`config.mk`:
```
export PLATFORM = sky130hd
export DESIGN_NAME = uart_rx
export DESIGN_NICKNAME = d
export VERILOG_FILES = /design/src/rtl/uart_rx_pkg.sv /design/src/rtl/uart_rx_sampler.sv /design/src/rtl/uart_rx.sv
export SDC_FILE = /design/constraint.sdc
export NUM_CORES = 1
export LEC_CHECK = 0
export CORE_ASPECT_RATIO = 1.1
export CORE_MARGIN = 2
export CORE_UTILIZATION = 30
export DETAILED_ROUTE_END_ITERATION = 8
export GPL_TIMING_DRIVEN = 0
export HOLD_SLACK_MARGIN = 0.08
export PLACE_DENSITY = 0.48
export SLEW_MARGIN = 20
export SYNTH_ARGS = -nofsm -noshare
export SYNTH_HDL_FRONTEND = slang
export SYNTH_SLANG_ARGS = --single-unit
```
`constraint.sdc`:
```
create_clock -name clk -period 4.4 [get_ports clk]
set_input_delay 1.1 -clock clk [delete_from_list [all_inputs] [get_ports clk]]
set_output_delay 1.1 -clock clk [all_outputs]
set_load 0.05 [all_outputs]
```
`src/rtl/uart_rx_pkg.sv`:
```
// Shared types and constants for the UART receiver.
package uart_rx_pkg;

  typedef enum logic [2:0] {IDLE, START, DATA, PARITY, STOP} rx_state_t;

  localparam logic PAR_EVEN = 1'b0;
  localparam logic PAR_ODD  = 1'b1;

  localparam int unsigned MIN_PRESCALE = 4;

endpackage

```
`src/rtl/uart_rx_sampler.sv`:
```
// Per-bit edge counter with majority-of-3 sampling around the bit centre.
// The prescale is captured on start detection so mid-frame changes are ignored.
module uart_rx_sampler
  import uart_rx_pkg::*;
#(
  parameter int unsigned PRESC_W = 6
) (
  input  logic               clk_i,
  input  logic               rst_ni,
  input  logic               rx_i,
  input  logic               start_i,
  input  logic               clear_i,
  input  logic               active_i,
  input  logic [PRESC_W-1:0] prescale_i,
  output logic               dec_stb_o,
  output logic               dec_bit_o,
  output logic               bit_end_o
);

  logic [PRESC_W-1:0] p_q, p_d;
  logic [PRESC_W-1:0] edge_cnt_q, edge_cnt_d;
  logic               s0_q, s0_d, s1_q, s1_d;
  logic [PRESC_W-1:0] half;
  logic               last_edge;

  assign half      = p_q >> 1;
  assign last_edge = (edge_cnt_q == p_q - 1'b1);

  // Edge counting, prescale capture and the two early centre samples.
  always_comb begin
    p_d        = p_q;
    edge_cnt_d = edge_cnt_q;
    s0_d       = s0_q;
    s1_d       = s1_q;
    if (start_i) begin
      // The detection cycle is edge 0, so the next cycle is edge 1.
      p_d        = (prescale_i < PRESC_W'(MIN_PRESCALE)) ? PRESC_W'(MIN_PRESCALE) : prescale_i;
      edge_cnt_d = PRESC_W'(1);
    end else if (clear_i || !active_i) begin
      edge_cnt_d = '0;
    end else begin
      edge_cnt_d = last_edge ? '0 : edge_cnt_q + 1'b1;
    end
    if (active_i && edge_cnt_q == half - 1'b1) s0_d = rx_i;
    if (active_i && edge_cnt_q == half)        s1_d = rx_i;
  end

  // Sampler state registers.
  always_ff @(posedge clk_i) begin
    if (!rst_ni) begin
      p_q        <= PRESC_W'(MIN_PRESCALE);
      edge_cnt_q <= '0;
      s0_q       <= 1'b1;
      s1_q       <= 1'b1;
    end else begin
      p_q        <= p_d;
      edge_cnt_q <= edge_cnt_d;
      s0_q       <= s0_d;
      s1_q       <= s1_d;
    end
  end

  // Decision at edge P/2+1 uses the live sample as the third vote.
  assign dec_stb_o = active_i && (edge_cnt_q == half + 1'b1);
  assign dec_bit_o = (s0_q & s1_q) | (s0_q & rx_i) | (s1_q & rx_i);
  assign bit_end_o = active_i && last_edge;

endmodule

```
`src/rtl/uart_rx.sv`:
```
// UART receiver: start / DATA_WIDTH data bits LSB first / optional parity / stop.
// Optional build macro UART_RX_SYNC_EN adds a 2-flop input synchronizer on RX_IN.
module uart_rx
  import uart_rx_pkg::*;
#(
  parameter int unsigned DATA_WIDTH = 8,
  parameter int unsigned PRESC_W    = 6
) (
  input  logic                  clk,
  input  logic                  rstn,
  input  logic                  RX_IN,
  input  logic [PRESC_W-1:0]    prescale,
  input  logic                  par_en,
  input  logic                  par_typ,
  output logic [DATA_WIDTH-1:0] P_DATA,
  output logic                  data_valid,
  output logic                  par_err,
  output logic                  stp_err
);

  localparam int unsigned BitCntW = (DATA_WIDTH > 1) ? $clog2(DATA_WIDTH) : 1;

  logic rx;

`ifdef UART_RX_SYNC_EN
  logic [1:0] sync_q;
  // Two-flop synchronizer, idle-high after reset.
  always_ff @(posedge clk) begin
    if (!rstn) sync_q <= 2'b11;
    else       sync_q <= {sync_q[0], RX_IN};
  end
  assign rx = sync_q[1];
`else
  assign rx = RX_IN;
`endif

  rx_state_t             state_q, state_d;
  logic [BitCntW-1:0]    bit_cnt_q, bit_cnt_d;
  logic [DATA_WIDTH-1:0] shreg_q, shreg_d;
  logic [DATA_WIDTH-1:0] p_data_q, p_data_d;
  logic                  par_en_q, par_en_d, par_typ_q, par_typ_d;
  logic                  par_bad_q, par_bad_d;
  logic                  data_valid_q, data_valid_d;
  logic                  par_err_q, par_err_d, stp_err_q, stp_err_d;

  logic start_stb, clear, active, dec_stb, dec_bit, bit_end, last_bit;

  assign start_stb = (state_q == IDLE) && !rx;
  assign active    = (state_q != IDLE);
  assign last_bit  = (bit_cnt_q == BitCntW'(DATA_WIDTH - 1));
  // Leaving to IDLE from START (glitch) or STOP (decision) resets the edge counter.
  assign clear     = dec_stb && (((state_q == START) && dec_bit) || (state_q == STOP));

  uart_rx_sampler #(
    .PRESC_W (PRESC_W)
  ) u_sampler (
    .clk_i      (clk),
    .rst_ni     (rstn),
    .rx_i       (rx),
    .start_i    (start_stb),
    .clear_i    (clear),
    .active_i   (active),
    .prescale_i (prescale),
    .dec_stb_o  (dec_stb),
    .dec_bit_o  (dec_bit),
    .bit_end_o  (bit_end)
  );

  // State register.
  always_ff @(posedge clk) begin
    if (!rstn) state_q <= IDLE;
    else       state_q <= state_d;
  end

  // Next-state logic.
  always_comb begin
    state_d = state_q;
    unique case (state_q)
      IDLE:   if (!rx) state_d = START;
      START: begin
        if (dec_stb && dec_bit) state_d = IDLE;
        else if (bit_end)       state_d = DATA;
      end
      DATA:   if (bit_end && last_bit) state_d = par_en_q ? PARITY : STOP;
      PARITY: if (bit_end) state_d = STOP;
      STOP:   if (dec_stb) state_d = IDLE;
      default: state_d = IDLE;
    endcase
  end

  // Datapath and frame-result next values.
  always_comb begin
    bit_cnt_d    = bit_cnt_q;
    shreg_d      = shreg_q;
    p_data_d     = p_data_q;
    par_en_d     = par_en_q;
    par_typ_d    = par_typ_q;
    par_bad_d    = par_bad_q;
    data_valid_d = 1'b0;
    par_err_d    = 1'b0;
    stp_err_d    = 1'b0;
    unique case (state_q)
      IDLE: begin
        if (!rx) begin
          par_en_d  = par_en;
          par_typ_d = par_typ;
          par_bad_d = 1'b0;
          bit_cnt_d = '0;
        end
      end
      DATA: begin
        if (dec_stb) shreg_d = {dec_bit, shreg_q[DATA_WIDTH-1:1]};
        if (bit_end) bit_cnt_d = bit_cnt_q + 1'b1;
      end
      PARITY: begin
        if (dec_stb) par_bad_d = dec_bit != ((^shreg_q) ^ (par_typ_q == PAR_ODD));
      end
      STOP: begin
        if (dec_stb) begin
          stp_err_d = !dec_bit;
          par_err_d = par_bad_q;
          if (dec_bit && !par_bad_q) begin
            data_valid_d = 1'b1;
            p_data_d     = shreg_q;
          end
        end
      end
      default: ;
    endcase
  end

  // Datapath registers.
  always_ff @(posedge clk) begin
    if (!rstn) begin
      bit_cnt_q    <= '0;
      shreg_q      <= '0;
      p_data_q     <= '0;
      par_en_q     <= 1'b0;
      par_typ_q    <= 1'b0;
      par_bad_q    <= 1'b0;
      data_valid_q <= 1'b0;
      par_err_q    <= 1'b0;
      stp_err_q    <= 1'b0;
    end else begin
      bit_cnt_q    <= bit_cnt_d;
      shreg_q      <= shreg_d;
      p_data_q     <= p_data_d;
      par_en_q     <= par_en_d;
      par_typ_q    <= par_typ_d;
      par_bad_q    <= par_bad_d;
      data_valid_q <= data_valid_d;
      par_err_q    <= par_err_d;
      stp_err_q    <= stp_err_d;
    end
  end

  assign P_DATA     = p_data_q;
  assign data_valid = data_valid_q;
  assign par_err    = par_err_q;
  assign stp_err    = stp_err_q;

endmodule

```
[Word-level counts from Yosys, hierarchy flattened]
Cells that the tools add are included.
Storage, ports and cells
  bits in registers: 42
  bits of input ports: 11
  output and inout port bits: 11
  logic and storage cells: 94
Cells by class
  add/sub/neg operators: 5
  $lt $le $gt $ge: 1
  eq/ne operators: 17
  multiplexer cells: 19
  bitwise operators: 8
  reduce and logical (&&, ||, !) cells: 29
Operators by type and width (number)
  two-way mux 3 bit: 9
  == test 6 bit: 3
  one-hot mux 3 bit (5 select lines): 1
  != test 2 bit, second input constant: 6
  AND reduction 3 bit: 4
  logical AND 1 bit: 10
  XOR reduction 8 bit: 1
  adder 5 x 1 -> 6 bit, second input constant: 1
  adder 6 x 1 -> 6 bit, second input constant: 1
  == test 3 x 2 -> 1 bit, second input constant: 2
  == test 3 bit, second input constant: 2
  == test 6 x 5 -> 1 bit: 1
  less-than comparator 6 x 3 -> 1 bit, second input constant: 1
  two-way mux 1 bit: 6
  two-way mux 6 bit: 1
  one-hot mux 3 bit (2 select lines): 1
  subtractor 5 x 1 -> 6 bit, second input constant: 1
  subtractor 6 x 1 -> 6 bit, second input constant: 1
  AND reduction 5 bit: 1
  zero test 1 bit: 4
  AND reduction 2 bit: 2
  nonzero test 2 bit: 2
  OR reduction 4 bit: 1
  adder 3 x 1 -> 3 bit, second input constant: 1
  11 further kinds: 16

[Longest topological paths before layout]
  depth after elaboration: 9
  mapped depth: 10

[Modules after synthesis]
From an unflattened synthesis, not the netlist that was laid out.
Second synthesis, totals
  cell total of the unflattened synthesis: 248
  area total of the unflattened synthesis: 2354.8 sq um
Modules (own cells, without submodules)
  uart_rx: instances 1, cells an instance 128, area each 1321.3 sq um
  uart_rx_sampler: instances 1, cells an instance 120, area each 1033.5 sq um

[Least setup slack after synthesis]
Ideal clock, no wire load.
  path kind: reg-to-reg
  start point: register u_sampler.p_q[2]
  end point: register state_q[1]
  library setup time: 70 ps
  data arrival time: 2264 ps
  required time: 4330 ps
  slack: 2066 ps
  stages on the path, launching flop included: 10
  path buffers: 1
  cells stage by stage: dfxtp_1 > buf_2 > inv_1 > ha_1 > xnor2_1 > nand4_1 > or3_1 > o311a_1 > a221o_1 > a21oi_1
Between the ends
  word-level cells in the longest chain between the ends: 6
  elaborated cells on any way between the ends: 15
  those cells by class: 2 x add/sub; 6 x eq/ne; 2 x mux; 5 x reduce/logical
RTL lines
  start, declared: line uart_rx_sampler.sv:20  | logic [PRESC_W-1:0] p_q, p_d;
  start signal, assigned: line uart_rx_sampler.sv:51  | p_q <= PRESC_W'(MIN_PRESCALE);
  start signal, assigned: line uart_rx_sampler.sv:56  | p_q <= p_d;
  subtractor 6 x 1 -> 6 bit / adder 5 x 1 -> 6 bit (equally long branches): line uart_rx_sampler.sv:27, uart_rx_sampler.sv:64
  == test 6 bit (on tied branches): line uart_rx_sampler.sv:27, uart_rx_sampler.sv:64
  logical AND 1 bit (on tied branches): line uart_rx_sampler.sv:66, uart_rx_sampler.sv:64
  logical AND 1 bit (on tied branches): line uart_rx.sv:84, uart_rx.sv:81
  != test 2 bit (no line), or another cell as far along
  AND reduction 5 bit (no line) / one-hot mux 3 bit (5 select lines) (equally long branches)
  end signal, assigned: line uart_rx.sv:72  | else state_q <= state_d;
  end, declared: line uart_rx.sv:37  | rx_state_t state_q, state_d;
Several ways; a longest one is shown, not always the timed one.
A chain may end at the register's enable or synchronous reset.

[Worst setup path after layout]
  start point: register u_sampler.p_q[1]
  end point: register u_sampler.edge_cnt_q[0]
Between the ends
  word-level cells in the longest chain between the ends: 7
  elaborated cells on any way between the ends: 10
  those cells by class: 2 x add/sub; 2 x eq/ne; 3 x mux; 3 x reduce/logical
RTL lines
  adder 5 x 1 -> 6 bit: line uart_rx_sampler.sv:64  | assign dec_stb_o = active_i && (edge_cnt_q == half + 1'b1);
  == test 6 bit: line uart_rx_sampler.sv:64
  logical AND 1 bit: line uart_rx_sampler.sv:64
  logical AND 1 bit: line uart_rx.sv:52  | assign clear = dec_stb && (((state_q == START) && dec_bit) || (state_q == STOP));
  logical OR 1 bit: line uart_rx_sampler.sv:39  | end else if (clear_i || !active_i) begin
  two-way mux 1 bit (*): line uart_rx_sampler.sv:39
  two-way mux 1 bit (*): line uart_rx_sampler.sv:35  | if (start_i) begin
  end signal, assigned: line uart_rx_sampler.sv:57  | edge_cnt_q <= edge_cnt_d;
  end, declared: line uart_rx_sampler.sv:21  | logic [PRESC_W-1:0] edge_cnt_q, edge_cnt_d;
Mark *: on every way between the ends. The rest lies on a longest branch, timed or not.

==> results.md <==
- Status: finished, final reports clean
- Fin nets: 316
- Hold Buf Count CTS: 0
- R2r endpoint: u_sampler.edge_cnt_q[0]
- Max cap viols: 0
- Syn_area_per_cell: 8.85 um^2
- First-pass GRT wire length: 9.56 mm
- Post-synth ARST share: 0%
- Post-route setup TNS: 0 ps
- H-Tree Depth: 2
- Length in cells of the worst reg-to-reg path: 8
- Synth warnings: 0
- Die W: 89.2 um
- Pin count of the biggest net entering global routing: 15
- Post-Synthesis Cells: 271
- Post-synth EDFFs: 0
- Routed vias: 1,938
- Avg Vias per Cell: 4.76
- Drt initial violations: 66
- CORE AREA: 7830 um^2
- Hold Startpoint: par_bad_q
- Crit-path max FO: 10
- DP Area: 2730 um^2
- Post-route ant nets: 0
- Hold Path Stages: 2
- Io pins: 22
- # fillers: 848
- Area of the multi-input gates: 1440 um^2
- Count of input and output buffers: 20
- # resized after CTS: 0
- Die area: 8720 um^2
- CTS Sinks: 42
- PwrDens: 426 nW/um^2
- P_leak: 0.00107 uW
- Post-synthesis sequential area ratio: 35.1%
- Clock slew at reported path FFs: 80 ps
- Initial Util: 30.6%
- Latest clock arrival within the worst-skew pair: 300 ps
- Worst stage delay on the critical path: 820 ps
- Post-Syn Nets: 289
- Crit-path cells: buf_2 -> inv_1 -> ha_1 -> nand2_1 -> o41ai_1 -> nand3_2 -> o2111ai_1 -> o21ai_0
- Top cells by area, synth: dfxtp_1 35%, mux2i_1 7.5%, xnor2_1 7.3%
- Rel. slew slack: 37.1%
- HP Class: reg -> reg
- Area Overhead vs Synth: 19.7%
- Worst setup EP type: flip-flop
- Setup CP Type: reg -> reg
- Rows: 34
- # diodes: 0
- Register-to-Register Setup Slack: 1660 ps
- WP data required: 4570 ps
- Max Fclk: 366 MHz
- Fin crit share: 62.2%
- Gpl congestion: 0.856
- Final core occ: 36.7%
- Endpoints failing hold: 0
- Routed length per placed instance: 13.7 um
- Vias in the first global route: 1,939
- TritonRoute pass-1 iters: 4
- Distinct cells, synth: 52
- Initial antenna violation count: 0
- Routed wire length: 5.56 mm
- RSZ-0062 raised after global routing: no
- Ratio of cells with drive above 1 in the final layout: 7.36%
- Post-route cell area: 2870 um^2
- # setup viols final: 0
- Setup Fix Bufs, Post-CTS: 0
- Max clock buf depth: 2
- Drt drc: 0
- Pwr Total: 1220 uW
- Count of pins over their slew limit: 0
- Post-Syn Area: 2400 um^2
- Root Driver: clkbuf_8
- Post-synth top area cell: dfxtp_1
- Synth Flop Type: dfxtp_1
- Overflow after GRT: 0
- CTS tree: done
- #FFs+latches synth: 42
- FF+latch area: 841 um^2
- Gr usage total: 13.9%
- Yosys top cell area share: 35.1%
- Most frequent cells after synthesis: 42 x dfxtp_1, 26 x nand2_1, 20 x nor2b_1, 20 x xnor2_1, 18 x mux2i_1
- Detailed placer's ending HPWL: 4.16 mm
- Most numerous cell in the Yosys netlist: dfxtp_1
- Worst r2r src: u_sampler.p_q[1]
- Die Y: 97.8 um
- Min-Delay Endpoint: par_err
- Max IR drop VDD: 0.155 mV
- Clock Skew: 9.57 ps
- Minimum clock period: 2740 ps
- CTS buffer count: 5
- Worst setup SP type: flip-flop
- Final Hold Slack: 474 ps
- Slew @ Worst Pin: 932 ps
- Slowest CP cell: o41ai_1
- Crit path DAT: 2910 ps
[registers in the layout (all words and copies together), names as in the netlist]
signal and cells:
par_typ_q 1, par_bad_q 1, stp_err 1, bit_cnt_q 3, u_sampler.s0_q 1, P_DATA 8, u_sampler.p_q 6, u_sampler.edge_cnt_q 6
state_q 3, u_sampler.s1_q 1, par_en_q 1, shreg_q 8, par_err 1, data_valid 1
[worst max-delay path by stage]
stage | startpoint | endpoint | slack [ps] | cells after the start
after floorplan | u_sampler.p_q[2] | state_q[1] | 2070 | 9
after global placement | RX_IN | state_q[0] | 1330 | 5
after detailed placement | RX_IN | P_DATA[2] | 1360 | 6
after CTS | RX_IN | state_q[0] | 1670 | 5
after global routing | u_sampler.p_q[2] | u_sampler.edge_cnt_q[0] | 1420 | 9
final | u_sampler.p_q[1] | u_sampler.edge_cnt_q[0] | 1660 | 8
[area by class of cell]
| cell class | instances | area share [%] |
|---|---|---|
| clock buffer | 5 | 2.40 |
| tap | 108 | 4.71 |
| clock inverter | 3 | 2.40 |
| multi-input combinational | 205 | 50.3 |
| buffer | 15 | 2.75 |
| inverter | 9 | 1.18 |
| timing repair buffer | 20 | 6.97 |
| sequential | 42 | 29.3 |
[through the flow]
stage | worst slack (ps) | cells
2_1_floorplan | 2070 | 271
3_3_place_gp | 1330 | 399
3_5_place_dp | 1360 | 399
4_1_cts | 1670 | 407
5_1_grt | 1420 | 407
6_report | 1660 | 407
[report_power, final]
part / internal (uW) / switching [uW] / total, uW
sequential: 413 / 41.0 / 454
combinational: 159 / 241 / 401
clock: 227 / 142 / 370
total: 799 / 425 / 1220
[worst max-delay path: cells and delay by family (launching register included)]
kind / cells / cell delay, ps
fa+ha+maj: 1 / 230
buf+inv: 2 / 300
simple gates: 2 / 410
flops: 1 / 320
compound gates: 3 / 1340
[per-layer routing]
metal	up-vias	part of all wire [%]	global-route usage, %
met5	-	0	0
met3	5	2.3	2.45
li1	1007	-	-
met2	25	49	23.2
met4	0	1.1	3.79
met1	901	47	18.1
[cell usage in the layout (no fill, tap or decap), types with 2 or more instances in the layout]
master / instances
dfxtp_1: 42
nand2_1: 26
nor2b_1: 20
xnor2_1: 20
clkdlybuf4s50_1: 20
mux2i_1: 18
nor2_1: 17
a21boi_0: 10
xor2_1: 10
nand3_1: 10
inv_1: 9
nor3_1: 8
ha_1: 7
buf_2: 6
clkbuf_1: 6
o211ai_1: 5
clkbuf_8: 5
or3_1: 4
o21ai_0: 4
and3_1: 3
nor3b_1: 3
o21a_1: 3
a21oi_1: 3
nand3b_1: 2
buf_4: 2
nand4_1: 2
and4_1: 2
o41ai_1: 2
nor4_1: 2
bufinv_16: 2
[kinds of logic (layout without fill, tap and decap cells)]
kind of cell               Yosys count  after routing  synth area share [%]
xor gates and xnor gates            31             31                  11.9
adders and majority gates            8              8                  4.07
AOI/OAI and AO/OA                   40             40                  12.5
and+or+nand+nor                    108            108                  24.3
buffers and inverters               24             52                  4.70
muxes                               18             18                  7.52
DFF                                 42             42                  35.1
Note: power is estimated with default switching activity, not from simulation.
